--- config.mk ---
export PLATFORM = sky130hd
export DESIGN_NAME = ddr2_idelay_ctrl_seq
export DESIGN_NICKNAME = d
export VERILOG_FILES = /design/src/rtl/ddr2_idelay_pkg.sv /design/src/rtl/ddr2_idelayctrl_cell.sv /design/src/rtl/ddr2_idelay_ctrl_seq.sv
export SDC_FILE = /design/constraint.sdc
export NUM_CORES = 1
export LEC_CHECK = 0
export CAP_MARGIN = 5
export CELL_PAD_IN_SITES_DETAIL_PLACEMENT = 0
export CELL_PAD_IN_SITES_GLOBAL_PLACEMENT = 1
export CORE_ASPECT_RATIO = 1.2
export CORE_MARGIN = 2
export CORE_UTILIZATION = 35
export CTS_CLUSTER_DIAMETER = 200
export CTS_CLUSTER_SIZE = 14
export DETAILED_ROUTE_END_ITERATION = 6
export DONT_BUFFER_PORTS = 1
export PLACE_DENSITY_LB_ADDON = 0.1
export SYNTH_ARGS = -nofsm -noshare
export SYNTH_HDL_FRONTEND = slang
export SYNTH_SLANG_ARGS = --single-unit
export TNS_END_PERCENT = 1
--- constraint.sdc ---
create_clock -name clk200 -period 6.6 [get_ports clk200]
set_input_delay 0.66 -clock clk200 [delete_from_list [all_inputs] [get_ports clk200]]
set_output_delay 0.66 -clock clk200 [all_outputs]
set_load 0.005 [all_outputs]
--- src/rtl/ddr2_idelay_pkg.sv ---
// Shared state encoding and default constants for the IDELAYCTRL reset/lock sequencer.
package ddr2_idelay_pkg;

   typedef enum logic [1:0] {
      RST_HOLD = 2'd0,
      WAIT_RDY = 2'd1,
      LOCKED   = 2'd2,
      FAILED   = 2'd3
   } ctrl_state_e;

   localparam int unsigned DEF_RST_CYCLES   = 16;
   localparam int unsigned DEF_LOCK_TIMEOUT = 4096;
   localparam int unsigned DEF_MAX_RETRY    = 3;
   localparam int unsigned DEF_SYNC_STAGES  = 2;

   // Programmed RDY delay value meaning "this instance never locks".
   localparam logic [7:0] MODEL_NEVER_RDY = 8'hFF;

endpackage

--- src/rtl/ddr2_idelayctrl_cell.sv ---
// One IDELAYCTRL site carrying the IODELAY_GROUP attribute. The body is a
// behavioural stand-in: RDY rises model_dly cycles after RST falls, and is
// forced low for every cycle model_drop is sampled high.
module ddr2_idelayctrl_cell
   import ddr2_idelay_pkg::*;
#(
   parameter string IODELAY_GRP = "IODELAY_MIG"
) (
   input  logic       refclk,
   input  logic       rst_n,
   input  logic       rst,
   input  logic [7:0] model_dly,
   input  logic       model_drop,
   output logic       rdy
);

   // An instance outside any delay group can never be calibrated.
   localparam bit HAS_GROUP = (IODELAY_GRP != "");

   logic [7:0] low_cnt_q, low_cnt_d;
   (* IODELAY_GROUP = IODELAY_GRP *)
   logic       rdy_q;
   logic       rdy_d;

   // Count cycles since RST fell (saturating) and derive RDY from the programmed delay.
   always_comb begin
      low_cnt_d = low_cnt_q;
      rdy_d     = 1'b0;
      if (rst) begin
         low_cnt_d = '0;
      end else begin
         if (low_cnt_q != '1) low_cnt_d = low_cnt_q + 8'd1;
         rdy_d = HAS_GROUP && (model_dly != MODEL_NEVER_RDY) && !model_drop &&
                 (low_cnt_d >= model_dly);
      end
   end

   // Model registers.
   always_ff @(posedge refclk or negedge rst_n) begin
      if (!rst_n) begin
         low_cnt_q <= '0;
         rdy_q     <= 1'b0;
      end else begin
         low_cnt_q <= low_cnt_d;
         rdy_q     <= rdy_d;
      end
   end

   assign rdy = rdy_q;

endmodule

--- src/rtl/ddr2_idelay_ctrl_seq.sv ---
// IDELAYCTRL reset/lock sequencer: pulses the instance resets, waits for all
// synchronised RDYs, retries on timeout, and supervises lock afterwards.
module ddr2_idelay_ctrl_seq
   import ddr2_idelay_pkg::*;
#(
   parameter int unsigned NUM_CTRL     = 2,
   parameter string       IODELAY_GRP  = "IODELAY_MIG",
   parameter int unsigned RST_CYCLES   = DEF_RST_CYCLES,
   parameter int unsigned LOCK_TIMEOUT = DEF_LOCK_TIMEOUT,
   parameter int unsigned MAX_RETRY    = DEF_MAX_RETRY,
   parameter int unsigned SYNC_STAGES  = DEF_SYNC_STAGES,
   localparam int unsigned RETRY_W     = (MAX_RETRY < 1) ? 1 : $clog2(MAX_RETRY + 1)
) (
   input  logic                  clk200,
   input  logic                  rst200_n,
   input  logic                  recal,
   input  logic [8*NUM_CTRL-1:0] model_rdy_dly,
   input  logic [NUM_CTRL-1:0]   model_rdy_drop,
   output logic                  idelay_ctrl_rdy,
   output logic [NUM_CTRL-1:0]   rdy_vec,
   output logic                  lost_lock,
   output logic                  ctrl_fail,
   output logic [RETRY_W-1:0]    retry_cnt
);

   localparam int unsigned TIMER_MAX = (RST_CYCLES > LOCK_TIMEOUT) ? RST_CYCLES : LOCK_TIMEOUT;
   localparam int unsigned TIMER_W   = $clog2(TIMER_MAX + 1);

   ctrl_state_e          state_q, state_d;
   logic [TIMER_W-1:0]   timer_q, timer_d;
   logic [RETRY_W-1:0]   retry_q, retry_d;
   logic                 ctrl_rst_q, ctrl_rst_d;
   logic                 lock_q, lock_d;
   logic                 fail_q, fail_d;
   logic                 lost_q, lost_d;
   logic [NUM_CTRL-1:0]  sync_q [SYNC_STAGES];
   logic [NUM_CTRL-1:0]  sync_d [SYNC_STAGES];
   logic [NUM_CTRL-1:0]  raw_rdy;
   logic                 all_rdy;

   for (genvar g = 0; g < NUM_CTRL; g++) begin : g_ctrl
      ddr2_idelayctrl_cell #(
         .IODELAY_GRP (IODELAY_GRP)
      ) u_cell (
         .refclk     (clk200),
         .rst_n      (rst200_n),
         .rst        (ctrl_rst_q),
         .model_dly  (model_rdy_dly[8*g +: 8]),
         .model_drop (model_rdy_drop[g]),
         .rdy        (raw_rdy[g])
      );
   end

   assign all_rdy = &sync_q[SYNC_STAGES-1];

   // RDY synchroniser shift chain.
   always_comb begin
      sync_d[0] = raw_rdy;
      for (int unsigned i = 1; i < SYNC_STAGES; i++) sync_d[i] = sync_q[i-1];
   end

   // Next-state, timer, retry and registered-output decode; recal overrides every state.
   always_comb begin
      state_d = state_q;
      retry_d = retry_q;
      timer_d = timer_q;
      if (timer_q != '1) timer_d = timer_q + TIMER_W'(1);
      lost_d  = (state_q == LOCKED) && !all_rdy;

      case (state_q)
         RST_HOLD: begin
            if (timer_q == TIMER_W'(RST_CYCLES - 1)) begin
               state_d = WAIT_RDY;
               timer_d = '0;
            end
         end
         WAIT_RDY: begin
            if (all_rdy) begin
               state_d = LOCKED;
               timer_d = '0;
            end else if (timer_q == TIMER_W'(LOCK_TIMEOUT - 1)) begin
               timer_d = '0;
               if (retry_q < RETRY_W'(MAX_RETRY)) begin
                  retry_d = retry_q + RETRY_W'(1);
                  state_d = RST_HOLD;
               end else begin
                  state_d = FAILED;
               end
            end
         end
         LOCKED: begin
            if (!all_rdy) begin
               state_d = RST_HOLD;
               timer_d = '0;
               retry_d = '0;
            end
         end
         FAILED: ;
         default: begin
            state_d = RST_HOLD;
            timer_d = '0;
         end
      endcase

      if (recal) begin
         state_d = RST_HOLD;
         timer_d = '0;
         retry_d = '0;
      end

      ctrl_rst_d = (state_d == RST_HOLD) || (state_d == FAILED);
      lock_d     = (state_d == LOCKED);
      fail_d     = (state_d == FAILED);
   end

   // Sequencer state, counters, synchronisers and registered outputs.
   always_ff @(posedge clk200 or negedge rst200_n) begin
      if (!rst200_n) begin
         state_q    <= RST_HOLD;
         timer_q    <= '0;
         retry_q    <= '0;
         ctrl_rst_q <= 1'b1;
         lock_q     <= 1'b0;
         fail_q     <= 1'b0;
         lost_q     <= 1'b0;
         for (int unsigned i = 0; i < SYNC_STAGES; i++) sync_q[i] <= '0;
      end else begin
         state_q    <= state_d;
         timer_q    <= timer_d;
         retry_q    <= retry_d;
         ctrl_rst_q <= ctrl_rst_d;
         lock_q     <= lock_d;
         fail_q     <= fail_d;
         lost_q     <= lost_d;
         sync_q     <= sync_d;
      end
   end

   assign idelay_ctrl_rdy = lock_q;
   assign rdy_vec         = sync_q[SYNC_STAGES-1];
   assign lost_lock       = lost_q;
   assign ctrl_fail       = fail_q;
   assign retry_cnt       = retry_q;

endmodule

==> impl_metrics.json <==
{
  "timing.rr.end": "g_ctrl[1].u_cell.rdy",
  "dieArea_um2": 8110,
  "synthTopCellsByCount": "dfrtp_1, nor2_1, ha_1",
  "synthCells": 263,
  "max_slew_margin_pct": 63.5,
  "end_kind": "flop",
  "post-cts-setup-buffers": 0,
  "tns_ns": 0,
  "synth-simple-area-share_pct": 24.9,
  "via_count": 1837,
  "wl_per_cell_um": 14.3,
  "crit_top_cell": "ha_1",
  "synth_edf_count": 0,
  "synth_compound_area_share_pct": 11.8,
  "syn_to_final_growth_pct": 6.37,
  "clock.fmax_mhz": 440,
  "grt_usage_pct": 14.0,
  "status": "finished clean",
  "worstPathArrival_ns": 2.43,
  "syn-cell-area_um2": 2590,
  "powerDensity_nw_per_um2": 180,
  "yosys_warnings": 0,
  "synth.area.top_cells": "dfrtp_1, ha_1, nor2b_1",
  "hp-class": "input port to async pin",
  "cts.clk_slew.worst_paths_ns": 0.09,
  "antennaDiodeCount": 0,
  "path_cells": "ha_1, and2_1, nand3_1, xnor2_1, ha_1, nand2b_1, a21oi_1, nor2b_1, o2111ai_1, a31oi_1",
  "worst_slew_pin_slew_ns": 0.543,
  "synthMuxAreaShare_pct": 2.51,
  "syn_nets": 306,
  "grt_max_degree": 44,
  "yosys.area.top_type": "dfrtp_1",
  "p_total_uw": 497,
  "cts_resized": 0,
  "insertion_delay_ns": 0.30,
  "cp.depth": 10,
  "crit_type": "flop to flop",
  "rows": 34,
  "clock_path_buffers": 2,
  "crit_path_top_delay_cell": "dfrtp_1",
  "ys_types": 46,
  "drt_iter0_drc": 53,
  "reg2reg_from": "g_ctrl[1].u_cell.low_cnt_q[0]",
  "cts_made_buffers": 5,
  "synth_flop_cell": "dfrtp_1",
  "synthArstFlopShare_pct": 100,
  "period_minus_slack_ns": 2.27,
  "postRouteAntennaNets": 0,
  "cts_tree": "yes",
  "synth_top_area_share_pct": 40.5,
  "ys_seq_area_share_pct": 41.6,
  "synth_most_common_cell": "dfrtp_1",
  "ctsHoldBuffers": 0,
  "antenna_found_initial": 0,
  "viasPerCell": 5.19,
  "finalHoldViolations": 0,
  "h-tree-depth": 2,
  "cp-start-kind": "flop",
  "cts_root_buffer": "clkbuf_8",
  "final_nets": 306,
  "drc_errors": 0,
  "drv_slew": 0,
  "reg2reg_slack_ns": 4.33,
  "dp_hpwl_um": 3770,
  "ios": 28,
  "synth_xor_area_share_pct": 3.72,
  "initial_utilization_pct": 35.8,
  "synth_top_family_by_area": "simple AND/OR/NAND/NOR gates",
  "gp_congestion": 0.731,
  "synthAdderAreaFrac_pct": 10.6,
  "core_area_um2": 7230,
  "ys_ff_latch": 43,
  "peakVddDrop_mv": 0.106,
  "finClkSkew_ns": 0.0120,
  "worst-r2r-cell-count": 10,
  "die_h_um": 98.3,
  "crit_buf_inv": 0,
  "p_leak_uw": 0.00126,
  "grt_pass1_vias": 1954,
  "maxCapViolations": 0,
  "finalSetupViolations": 0,
  "crit_path_max_fanout": 5,
  "cpPeakStageDelay_ns": 0.41,
  "io_buffers": 0,
  "worstPathRequired_ns": 6.75,
  "firstDrtPassIters": 4,
  "fp.dieW_um": 82.6,
  "clock_sinks": 43,
  "crit_end": "g_ctrl[1].u_cell.rdy",
  "crit_path_start": "g_ctrl[1].u_cell.low_cnt_q[0]",
  "syn_area_per_cell_um2": 9.86,
  "grt_pass1_wl_um": 8910,
  "grt-ovfl-total": 0,
  "period_share_pct": 34.4,
  "routed_wl_um": 5060,
  "path_delay_family": "simple AND/OR/NAND/NOR gates",
  "rsz0062_at_grt": "no",
  "layout-drive-gt1-share_pct": 8.71
}
[final cells by class]
cell class              instances  area, um2
multi-input cells             196       1390
well taps                      90        113
fillers                       737       4470
flip-flops and latches         43       1080
inverters                      17       63.8
clock buffers                   6       82.6
clock inverters                 2       35.0
[worst min path at each step]
stage	end	slack [ns]	depth (start not counted)
6_report	timer_q[5]	0.05	0
5_1_grt	timer_q[6]	0.02	0
4_1_cts	retry_cnt[1]	0.03	0
3_5_place_dp	rdy_vec[0]	0.34	0
3_3_place_gp	rdy_vec[1]	0.33	0
2_1_floorplan	rdy_vec[0]	0.33	0
[stage by stage]
stage	worst slack [ns]	std cells	util (%)	hold slack (ns)	area (um2)
final	4.33	354	38.1	0.0497	2760
after global routing	4.06	354	38.1	0.0185	2760
after CTS	4.32	354	38.1	0.0317	2760
after detailed placement	4.34	346	36.5	0.338	2640
after global placement	4.33	346	36.5	0.333	2640
after floorplan	4.50	263	-	0.331	2590
[sequential cells by signal, summed over array words and instances (netlist names)]
name / flops
g_ctrl.u_cell.low_cnt_q: 16
timer_q: 13
g_ctrl.u_cell.rdy: 2
rdy_vec: 2
retry_cnt: 2
state_q: 2
sync_d: 2
ctrl_fail: 1
ctrl_rst_q: 1
idelay_ctrl_rdy: 1
lost_lock: 1
[power by group]
part	internal, uW	total, uW	switching (uW)
registers	265	267	1.88
clock network	123	218	94.9
logic	5.84	12.4	6.52
total	393	497	103
[layout by cell type (no fill, tap or decap), types with 3 or more instances in the layout]
cell type  synthesis  layout
a21oi_1           13      13
a31oi_1            7       7
and3_1             4       4
and4_1             3       3
clkbuf_8           0       6
dfrtp_1           42      42
ha_1              22      22
inv_1             17      17
mux2_2             4       4
nand2_1            9       9
nand2b_1           5       5
nand3_1           13      13
nand4_1           13      13
nor2_1            28      28
nor2b_1           18      18
nor3_1             4       4
o211ai_1           3       3
o21a_1             4       4
o21ai_0            4       4
xnor2_1            4       4
xor2_1             7       7
[per-layer routing]
layer  part of all wire [%]  GRT usage (%)  vias up  routed length [um]
met4                    1.2           3.78        0                  59
met5                      0              0        -                   0
li1                       -              -      947                   -
met1                     47           18.0      860                2350
met3                    3.1           3.05        5                 155
met2                     49           23.5       25                2490
[kinds of logic (layout without fill, tap and decap cells)]
| family | Yosys count | after routing |
|---|---|---|
| AO/OA/AOI/OAI | 46 | 46 |
| XOR/XNOR | 11 | 11 |
| adder cells (fa/ha/maj) | 22 | 22 |
| buffers and inverters | 24 | 25 |
| flip-flops | 43 | 43 |
| multiplexers | 6 | 6 |
| AND/OR/NAND/NOR | 111 | 111 |
No activity file was read; power rests on OpenSTA's default activity.
